## src/rtl/dtree_pkg.sv

```systemverilog
// Shared types and elaboration-time helpers for the multi-channel decision tree.
package dtree_pkg;

  typedef enum logic {S_IDLE, S_EVAL} state_e;

  function automatic int clog2(input int n);
    int r;
    r = 0;
    while ((1 << r) < n) r++;
    return r;
  endfunction

  // Port/register width for an index range, never narrower than one bit
  function automatic int width_of(input int n);
    return (clog2(n) < 1) ? 1 : clog2(n);
  endfunction

  function automatic int acc_width(input int in_w, input int coeff_w, input int feats);
    return in_w + coeff_w + clog2(feats) + 1;
  endfunction

  function automatic int child_idx(input int node, input logic d);
    return 2 * node + 1 + (d ? 1 : 0);
  endfunction

  function automatic int sel_thr(input int feats);
    return feats;
  endfunction

  function automatic int sel_leaf(input int feats);
    return feats + 1;
  endfunction

endpackage

```

## src/rtl/dtree_node_eval.sv

```systemverilog
// One tree node: signed dot product of a window against node coefficients,
// compared against the node threshold.
module dtree_node_eval #(
  parameter int FEATURES    = 3,
  parameter int IN_WIDTH    = 10,
  parameter int COEFF_WIDTH = 4,
  parameter int ACC_W       = 17
) (
  input  logic [FEATURES-1:0][IN_WIDTH-1:0]    feat,
  input  logic [FEATURES-1:0][COEFF_WIDTH-1:0] coeff,
  input  logic [ACC_W-1:0]                     thr,
  output logic                                 d
);

  logic signed [ACC_W-1:0] dot, fx, cx;

  always_comb begin
    dot = '0;
    fx  = '0;
    cx  = '0;
    for (int f = 0; f < FEATURES; f++) begin
      fx  = {{(ACC_W-IN_WIDTH){1'b0}}, feat[f]};
      cx  = {{(ACC_W-COEFF_WIDTH){coeff[f][COEFF_WIDTH-1]}}, coeff[f]};
      dot = dot + fx * cx;
    end
    d = (dot >= $signed(thr));
  end

endmodule

```

## src/rtl/dtree_mc.sv

```systemverilog
// Multi-channel spike classifier: per-channel sample windows, runtime-loaded
// heap-ordered linear decision tree walked one node per cycle.
module dtree_mc
  import dtree_pkg::*;
#(
  parameter int CHANNELS    = 4,
  parameter int FEATURES    = 3,
  parameter int IN_WIDTH    = 10,
  parameter int COEFF_WIDTH = 4,
  parameter int DEPTH       = 2,
  localparam int NODES  = (1 << DEPTH) - 1,
  localparam int ACC_W  = acc_width(IN_WIDTH, COEFF_WIDTH, FEATURES),
  localparam int CH_W   = width_of(CHANNELS),
  localparam int NODE_W = width_of(NODES),
  localparam int SEL_W  = width_of(FEATURES + 2),
  localparam int LVL_W  = width_of(DEPTH + 1)
) (
  input  logic              clk,
  input  logic              reset,
  input  logic [IN_WIDTH-1:0] sample,
  input  logic [CH_W-1:0]   sample_ch,
  input  logic              in_valid,
  output logic              in_ready,
  input  logic              cfg_we,
  input  logic [NODE_W-1:0] cfg_node,
  input  logic [SEL_W-1:0]  cfg_sel,
  input  logic [ACC_W-1:0]  cfg_data,
  output logic [LVL_W-1:0]  level,
  output logic [DEPTH-1:0]  path,
  output logic [CH_W-1:0]   out_ch,
  output logic              out_valid
);

  localparam int FILL_W = width_of(FEATURES + 1);

  logic [CHANNELS-1:0][FEATURES-1:0][IN_WIDTH-1:0] win;
  logic [CHANNELS-1:0][FILL_W-1:0]                 fill;
  logic [NODES-1:0][FEATURES-1:0][COEFF_WIDTH-1:0] coeff;
  logic [NODES-1:0][ACC_W-1:0]                     thr;
  logic [NODES-1:0]                                leaf;

  state_e            state_q, state_d;
  logic [NODE_W-1:0] node_q;
  logic [LVL_W-1:0]  lvl_q, lvl_nxt;
  logic [DEPTH-1:0]  wpath_q, path_nxt;
  logic [CH_W-1:0]   ch_q;
  logic              accept, trig, dec, is_leaf, done;

  assign in_ready = (state_q == S_IDLE);
  assign accept   = in_valid && in_ready && (int'(sample_ch) < CHANNELS);
  // A window that is full, or becomes full with this sample, is classified
  assign trig     = accept && (fill[sample_ch] >= FILL_W'(FEATURES - 1));

  dtree_node_eval #(
    .FEATURES(FEATURES), .IN_WIDTH(IN_WIDTH), .COEFF_WIDTH(COEFF_WIDTH), .ACC_W(ACC_W)
  ) u_eval (
    .feat (win[ch_q]),
    .coeff(coeff[node_q]),
    .thr  (thr[node_q]),
    .d    (dec)
  );

  always_comb begin
    is_leaf  = leaf[node_q];
    lvl_nxt  = lvl_q + LVL_W'(1);
    done     = is_leaf || (lvl_nxt == LVL_W'(DEPTH));
    path_nxt = wpath_q;
    for (int k = 0; k < DEPTH; k++)
      if (lvl_q == LVL_W'(k)) path_nxt[k] = dec;
  end

  always_comb begin
    state_d = state_q;
    case (state_q)
      S_IDLE:  if (trig) state_d = S_EVAL;
      S_EVAL:  if (done) state_d = S_IDLE;
      default: state_d = S_IDLE;
    endcase
  end

  always_ff @(posedge clk) begin
    if (reset) state_q <= S_IDLE;
    else       state_q <= state_d;
  end

  always_ff @(posedge clk) begin
    if (reset) begin
      win       <= '0;
      fill      <= '0;
      coeff     <= '0;
      thr       <= '0;
      leaf      <= '0;
      node_q    <= '0;
      lvl_q     <= '0;
      wpath_q   <= '0;
      ch_q      <= '0;
      level     <= '0;
      path      <= '0;
      out_ch    <= '0;
      out_valid <= 1'b0;
    end else begin
      out_valid <= 1'b0;
      if (accept) begin
        win[sample_ch][0] <= sample;
        for (int f = 1; f < FEATURES; f++) win[sample_ch][f] <= win[sample_ch][f-1];
        if (fill[sample_ch] != FILL_W'(FEATURES)) fill[sample_ch] <= fill[sample_ch] + FILL_W'(1);
      end
      if (trig) begin
        node_q  <= '0;
        lvl_q   <= '0;
        wpath_q <= '0;
        ch_q    <= sample_ch;
      end
      if (state_q == S_EVAL) begin
        if (done) begin
          out_valid <= 1'b1;
          out_ch    <= ch_q;
          level     <= is_leaf ? lvl_q : lvl_nxt;
          path      <= is_leaf ? wpath_q : path_nxt;
        end else begin
          node_q  <= NODE_W'(child_idx(int'(node_q), dec));
          lvl_q   <= lvl_nxt;
          wpath_q <= path_nxt;
        end
      end
      // Config writes land after this cycle's node read, so readers see the old value
      if (cfg_we && int'(cfg_node) < NODES) begin
        for (int f = 0; f < FEATURES; f++)
          if (int'(cfg_sel) == f) coeff[cfg_node][f] <= cfg_data[COEFF_WIDTH-1:0];
        if (int'(cfg_sel) == sel_thr(FEATURES))  thr[cfg_node]  <= cfg_data;
        if (int'(cfg_sel) == sel_leaf(FEATURES)) leaf[cfg_node] <= cfg_data[0];
      end
    end
  end

endmodule
```

## config.mk

```make
export PLATFORM = sky130hd
export DESIGN_NAME = dtree_mc
export DESIGN_NICKNAME = d
export VERILOG_FILES = /design/src/rtl/dtree_pkg.sv /design/src/rtl/dtree_node_eval.sv /design/src/rtl/dtree_mc.sv
export SDC_FILE = /design/constraint.sdc
export NUM_CORES = 1
export LEC_CHECK = 0
export ABC_CLOCK_PERIOD_IN_PS = 10000
export BUFFER_PORTS_ARGS = -buffer_cell sky130_fd_sc_hd__buf_2
export CAP_MARGIN = 20
export CORE_MARGIN = 2
export CORE_UTILIZATION = 25
export CTS_CLUSTER_DIAMETER = 100
export DETAILED_ROUTE_END_ITERATION = 16
export PLACE_DENSITY = 0.42
export SYNTH_ARGS = -nofsm -noshare
export SYNTH_HDL_FRONTEND = slang
export SYNTH_SLANG_ARGS = --single-unit
```

## constraint.sdc

```tcl
create_clock -name clk -period 10 [get_ports clk]
set_input_delay 1.5 -clock clk [delete_from_list [all_inputs] [get_ports clk]]
set_output_delay 1.5 -clock clk [all_outputs]
set_load 0.005 [all_outputs]
```

==> results.json, run 1 <==
{
  "dp_cells": 2572,
  "p_leak_nw": 6.91,
  "crit_path_start_kind": "flop",
  "tightest_slew_ps": 1030,
  "synth-edff-count": 0,
  "ys_warn_count": 0,
  "hold_class": "reg -> reg",
  "rows": 90,
  "setup_tns_ps": 0,
  "final_cells": 2617,
  "syn-cell-area_mm2": 0.0154,
  "timing_hold_violations_final": 0,
  "wl_um": 43800,
  "p_int_mw": 1.58,
  "die_height_um": 252,
  "synth-seq-cells": 234,
  "area_growth_pct": 12.4,
  "critPathKind": "reg -> reg",
  "firstDrtPassIters": 7,
  "crit_required_ps": 10430,
  "grt_pass1_vias": 12600,
  "seq_area_mm2": 0.00469,
  "vias": 12700,
  "netlist-cell-type-count": 60,
  "io_pins": 46,
  "p_seq_share_pct": 45.1,
  "drc_errors": 0,
  "status": "completed",
  "clockBufferDepth": 3,
  "cp.depth": 34,
  "numCtsBuffers": 28,
  "ctsHoldBuffers": 0,
  "synthAdderAreaFrac_pct": 18.8,
  "fillers": 6571,
  "mostFrequentLayoutCell": "nand2_1",
  "synth.net_count": 2054,
  "hp-start": "win[110]",
  "clkTransAtPathRegs_ps": 60,
  "multi_input_area_mm2": 0.00996,
  "yosys.area_share.simple_pct": 23.5,
  "wire_per_inst_um": 16.7,
  "seq_area_frac_synth_pct": 30.5,
  "synth_xor_area_share_pct": 2.11,
  "die_w_um": 252,
  "cap_violations": 0,
  "root_buffer": "clkbuf_16",
  "avgSynthCellArea_um2": 8.41,
  "pwr-share-clk_pct": 46.2,
  "switching_share_pct": 25.9,
  "final_cell_mix": "nand2_1 (358), a21oi_1 (265), dfxtp_1 (232), ha_1 (124), nor2_1 (121)",
  "cp-end-kind": "flop",
  "r2r_start": "node_q[0]",
  "drive_above_1_share_pct": 9.81,
  "skew_ps": 29.7,
  "cpPeakStageDelay_ps": 570,
  "layout_min_cycle_time_ps": 8590,
  "worstSetupStartpoint": "node_q[0]",
  "dieArea_mm2": 0.0634,
  "synth_top_family_by_area": "simple AND/OR/NAND/NOR gates",
  "tritoncts": "built",
  "start_util_pct": 25.3,
  "ant_nets": 0,
  "post_cts_resized": 0,
  "rsz0062_at_grt": "no",
  "cpMaxStageDelayCell": "fa_1",
  "synthCells": 1825,
  "cellPowerDensity_mw_per_mm2": 123,
  "finalCritPeriodShare_pct": 85.9,
  "gp_congestion": 0.742,
  "grt_usage_pct": 13.8,
  "r2r-end": "path[1]",
  "ys_async_sr_fraction_pct": 0,
  "synth_ff_type": "dfxtp_1",
  "final-max-slew-violation-count": 0,
  "worstSkewPairLatency_ps": 580,
  "worstSetupEndpoint": "path[1]",
  "layout.nets": 2049,
  "core_area_mm2": 0.0606,
  "vias_per_cell": 4.83,
  "drtIter0Drc": 570,
  "cpMostUsedCell": "fa_1",
  "synth-compound-area-share_pct": 13.0,
  "p_switching_mw": 0.551,
  "grt_pass1_wl_um": 70400,
  "hpwlAfterDp_um": 31500,
  "synthMuxAreaShare_pct": 7.33,
  "ff2ff_setup_slack_ps": 1410,
  "slew-limit-headroom_pct": 31.4,
  "grt.overflow.total": 0,
  "cp_data_arrival_time_ps": 9020,
  "pwr-share-comb_pct": 8.7,
  "vdd_ir_drop_max_mv": 0.119,
  "rr_worst_depth": 34,
  "setup_viol": 0,
  "io_buffer_count": 45,
  "path_buf_inv": 6,
  "antenna_found_initial": 0,
  "cts_setup_buffers": 0,
  "max_freq_mhz": 116,
  "antenna_cells": 0,
  "cp_max_fo": 22,
  "crit_family": "adder cells",
  "clock_sinks": 234,
  "htree_levels": 1,
  "grt_max_degree": 130
}
-- kinds of logic (layout without fill, tap and decap cells) --
logic type | count (synthesis) | after routing
adders and majority gates | 191 | 191
xor gates and xnor gates | 37 | 37
muxes | 72 | 72
AOI/OAI and AO/OA | 356 | 356
DFF | 234 | 234
and+or+nand+nor | 751 | 751
buffers and inverters | 184 | 194
-- worst register-to-register path: cells and delay by family (launching register included) --
kind	cells	cell delay [ps]
buffers and inverters	6	980
adder cells (fa/ha/maj)	8	3160
XOR/XNOR	1	170
AND/OR/NAND/NOR	6	1500
AO/OA/AOI/OAI	13	2190
flip-flops	1	450
-- metal layers --
layer  up-vias  routed length (µm)  global-route usage (%)
met2       160               20800                    23.4
met5         -                   0                       0
met1      6177               21200                    19.0
met4         0                 567                    2.42
li1       6267                   -                       -
met3        48                1190                    1.46
-- layout make-up --
class	instances	area share (%)
clock buffers	41	4.80
clock inverters	4	0.319
inverters	73	1.59
multi-input cells	1407	57.7
flip-flops and latches	234	27.1
well taps	782	5.67
repair buffers	76	2.80
-- flip-flops by register name (all words and copies together) (netlist names) --
signal / count
path: 2
out_valid: 1
wpath_q: 2
leaf: 3
level: 2
ch_q: 2
lvl_q: 2
fill: 8
coeff: 36
state_q: 1
thr: 51
win: 120
node_q: 2
out_ch: 2
-- stage by stage --
stage	hold WS [ps]	setup WS (ps)	util (%)	total power [mW]	instance area, µm²
finish	451	1410	28.5	2.13	17300
global route	470	865	28.5	2.22	17300
CTS	452	1310	28.5	2.16	17300
detailed placement	444	1330	27.0	1.17	16400
global placement	442	1360	27.0	1.16	16400
floorplan	433	2100	-	1.10	15400
-- power groups by stage --
stage	sequential, mW	clock [mW]	combinational [mW]
CTS	0.959	1.01	0.189
finish	0.959	0.982	0.186
detailed placement	0.980	0	0.188
global route	0.961	1.05	0.205
floorplan	0.973	0	0.124
global placement	0.979	0	0.185
-- worst min-delay path by stage --
stage	cells after the start	slack (ps)	to
6_report	2	450	win[110]
5_1_grt	2	470	thr[37]
4_1_cts	2	450	win[110]
3_5_place_dp	2	440	win[110]
3_3_place_gp	2	440	thr[0]
2_1_floorplan	2	430	win[80]
-- synth_stat cells, types with 2 or more instances --
library cell / count / area [µm²]
xnor2_1: 15 / 131
a21o_1: 8 / 60.1
mux4_2: 32 / 721
o21bai_1: 2 / 15.0
nor4b_1: 20 / 175
nor2_1: 121 / 454
o2111ai_1: 2 / 17.5
ha_1: 124 / 1550
fa_1: 67 / 1340
a211o_1: 2 / 17.5
buf_6: 2 / 22.5
o311ai_0: 2 / 17.5
or3_1: 10 / 62.6
clkbuf_1: 80 / 300
a311o_1: 2 / 20.0
nand4_1: 22 / 138
o31ai_1: 2 / 15.0
o211ai_1: 6 / 45.0
a311oi_1: 2 / 17.5
nand3_1: 47 / 235
buf_2: 13 / 65.1
mux2i_1: 39 / 390
nor3_1: 15 / 75.1
nand2b_1: 8 / 50.1
o21a_1: 2 / 15.0
and2_1: 76 / 475
o21ai_1: 11 / 55.1
xor2_1: 22 / 193
nor2b_1: 12 / 75.1
buf_1: 16 / 60.1
a31o_2: 8 / 70.1
inv_1: 73 / 274
nand2_1: 358 / 1340
a21oi_1: 265 / 1330
nand4b_1: 40 / 350
a31oi_1: 4 / 25.0
or2_2: 10 / 62.6
o21ai_0: 16 / 80.1
nor3b_1: 2 / 15.0
a211oi_1: 14 / 105
dfxtp_1: 234 / 4680
(Power assumes the default switching activity.)
==> run 2: changes to the inputs <==
--- a/config.mk
+++ b/config.mk
@@ -5,6 +5,7 @@
 export SDC_FILE = /design/constraint.sdc
 export NUM_CORES = 1
 export LEC_CHECK = 0
+export ABC_AREA = 1
 export ABC_CLOCK_PERIOD_IN_PS = 10000
 export BUFFER_PORTS_ARGS = -buffer_cell sky130_fd_sc_hd__buf_2
 export CAP_MARGIN = 20
==> run 2 against run 1 <==
Combinational power rose to 15 times the previous value. Die area up 1.2%. Sequential share of layout area down 0.37 points. Count of clock-buffer cells in the layout up 2. Routed wire length up 12%. Critical path depth up 6. Via count up 11%. Critical path type unchanged. Critical endpoint unchanged. Largest cell class unchanged. Highest routed layer unchanged.
==> results.json, run 2 <==
{
  "status": "completed",
  "crit_required_ps": 10530,
  "cpMaxStageDelayCell": "o21ai_0",
  "cellPowerDensity_mw_per_mm2": 272,
  "hold_ws_ps": 450,
  "finalCritPeriodShare_pct": 85.1,
  "final_cell_mix": "nor2_1 (412), nand2_1 (298), inv_1 (243), dfxtp_1 (233), a21oi_1 (198)",
  "core_area_mm2": 0.0616,
  "layout_min_cycle_time_ps": 8510,
  "cap_violations": 0,
  "wire_per_inst_um": 16.2,
  "grt_usage_pct": 15.4,
  "die_w_um": 253,
  "holdPathStages": 2,
  "yosysMostFrequentCell": "nor2_1",
  "largestRegisters": "win x120, thr x51, coeff x36",
  "mostFrequentLayoutCell": "nor2_1",
  "top_register": "win",
  "max_freq_mhz": 118,
  "rows": 91,
  "ctsHoldBuffers": 0,
  "setup_tns_ps": 0,
  "synth-seq-cells": 234,
  "hpwlAfterDp_um": 34900,
  "numCtsBuffers": 30,
  "vias_per_cell": 4.65,
  "rr_worst_depth": 40,
  "vias": 14100,
  "post_cts_resized": 0,
  "setup_viol": 0,
  "rsz0062_at_grt": "no",
  "yosys-top-cells-area": "dfxtp_1 (30%), ha_1 (10%), nor2_1 (10%)",
  "p_leak_nw": 7.96,
  "synth.largest_area_cell": "dfxtp_1",
  "gp_congestion": 0.849,
  "firstDrtPassIters": 5,
  "dp_slack_ps": 1570,
  "cp_data_arrival_time_ps": 9040,
  "antenna_cells": 0,
  "htree_levels": 1,
  "ant_nets": 0,
  "die_height_um": 253,
  "drtIter0Drc": 714,
  "layout.nets": 2405,
  "dieArea_mm2": 0.0642,
  "root_buffer": "clkbuf_16",
  "start_util_pct": 25.2,
  "avgSynthCellArea_um2": 7.13,
  "crit_path_start_kind": "flop",
  "seq_area_frac_synth_pct": 30.1,
  "clock_sinks": 234,
  "netlist-cell-type-count": 44,
  "clkTransAtPathRegs_ps": 60,
  "cpMostUsedCell": "nand2_1",
  "vdd_ir_drop_max_mv": 0.187,
  "setup_ws_ps": 1490,
  "top_layer": "met4",
  "synth_top_area_share_pct": 30.1,
  "synth.net_count": 2410,
  "synthCells": 2181,
  "largest_register_ffs": 120,
  "ys_warn_count": 0,
  "hold_class": "reg -> reg",
  "fillers": 6798,
  "clockBufferDepth": 3,
  "fin_util_pct": 28.4,
  "tightest_slew_ps": 994,
  "synth-edff-count": 0,
  "wl_met1_um": 23900,
  "grt.overflow.total": 0,
  "tritoncts": "built",
  "grt_pass1_vias": 14000,
  "slew-limit-headroom_pct": 33.5,
  "timing_hold_violations_final": 0,
  "area_growth_pct": 12.6,
  "io_buffer_count": 45,
  "skew_ps": 64.3,
  "final-max-slew-violation-count": 0,
  "final_cells": 3031,
  "wl_um": 49100,
  "grt_pass1_wl_um": 79100,
  "dp_cells": 2981,
  "synth_common_cells": "nor2_1 (413), nand2_1 (298), inv_1 (245)",
  "grt_max_degree": 77,
  "drc_errors": 0,
  "ys_async_sr_fraction_pct": 0,
  "critPathKind": "reg -> reg",
  "cp_max_fo": 50,
  "wl_met2_um": 22600,
  "cts_setup_buffers": 0,
  "drive_above_1_share_pct": 6.97,
  "met3_length_um": 1710,
  "ff2ff_setup_slack_ps": 1490,
  "synth_ff_type": "dfxtp_1",
  "syn-cell-area_mm2": 0.0155,
  "io_pins": 46,
  "cp-end-kind": "flop",
  "antenna_found_initial": 0,
  "cpPeakStageDelay_ps": 670,
  "worstSkewPairLatency_ps": 610
}
[run 2: where the power goes]
group	switching, mW	internal, mW	total [mW]
combinational	1.79	0.945	2.74
sequential	0.0247	0.966	0.990
clock	0.424	0.600	1.02
total	2.24	2.51	4.75
[run 2: through the flow]
stage	power, mW	area, µm²
floorplan	2.99	15500
global placement	3.78	16600
detailed placement	3.78	16600
CTS	4.84	17500
global route	5.29	17500
finish	4.75	17500
[run 2: path summary, 6_finish.rpt]
| path | endpoint | startpoint |
|---|---|---|
| worst max-delay path | path[1] | ch_q[0] |
| worst min-delay path | thr[49] | thr[49] |
| worst max register to register | path[1] | ch_q[0] |
| worst min register to register | thr[49] | thr[49] |
[run 2: kinds of logic (layout without fill, tap and decap cells)]
| family | count (synthesis) | after routing | share of synthesized area, % |
|---|---|---|---|
| buffers and inverters | 375 | 388 | 9.23 |
| AND/OR/NAND/NOR | 842 | 842 | 21.8 |
| flip-flops | 234 | 234 | 30.1 |
| XOR/XNOR | 40 | 40 | 2.25 |
| adder cells (fa/ha/maj) | 191 | 191 | 18.6 |
| AO/OA/AOI/OAI | 499 | 499 | 18.0 |
[run 2: per-layer routing]
| metal | track usage [%] | up-vias |
|---|---|---|
| met5 | 0 | - |
| met4 | 2.84 | 0 |
| met3 | 1.62 | 48 |
| met2 | 26.1 | 250 |
| met1 | 21.3 | 6677 |
| li1 | - | 7107 |
[run 2: cell type report]
cell class | count | area [µm²] | share of cell area [%]
clock buffer | 43 | 870 | 4.97
clock inverter | 7 | 68.8 | 0.393
inverter | 275 | 1030 | 5.90
multi-input combinational | 1572 | 9430 | 53.9
sequential | 234 | 4690 | 26.8
tap | 837 | 1050 | 5.98
timing repair buffer | 63 | 363 | 2.07
[run 2: critical path, delay by kind of cell (launching register included)]
kind | cells | cell delay, ps
simple gates | 19 | 1750
flops | 1 | 600
buf+inv | 5 | 790
fa+ha+maj | 8 | 3340
compound gates | 8 | 1890
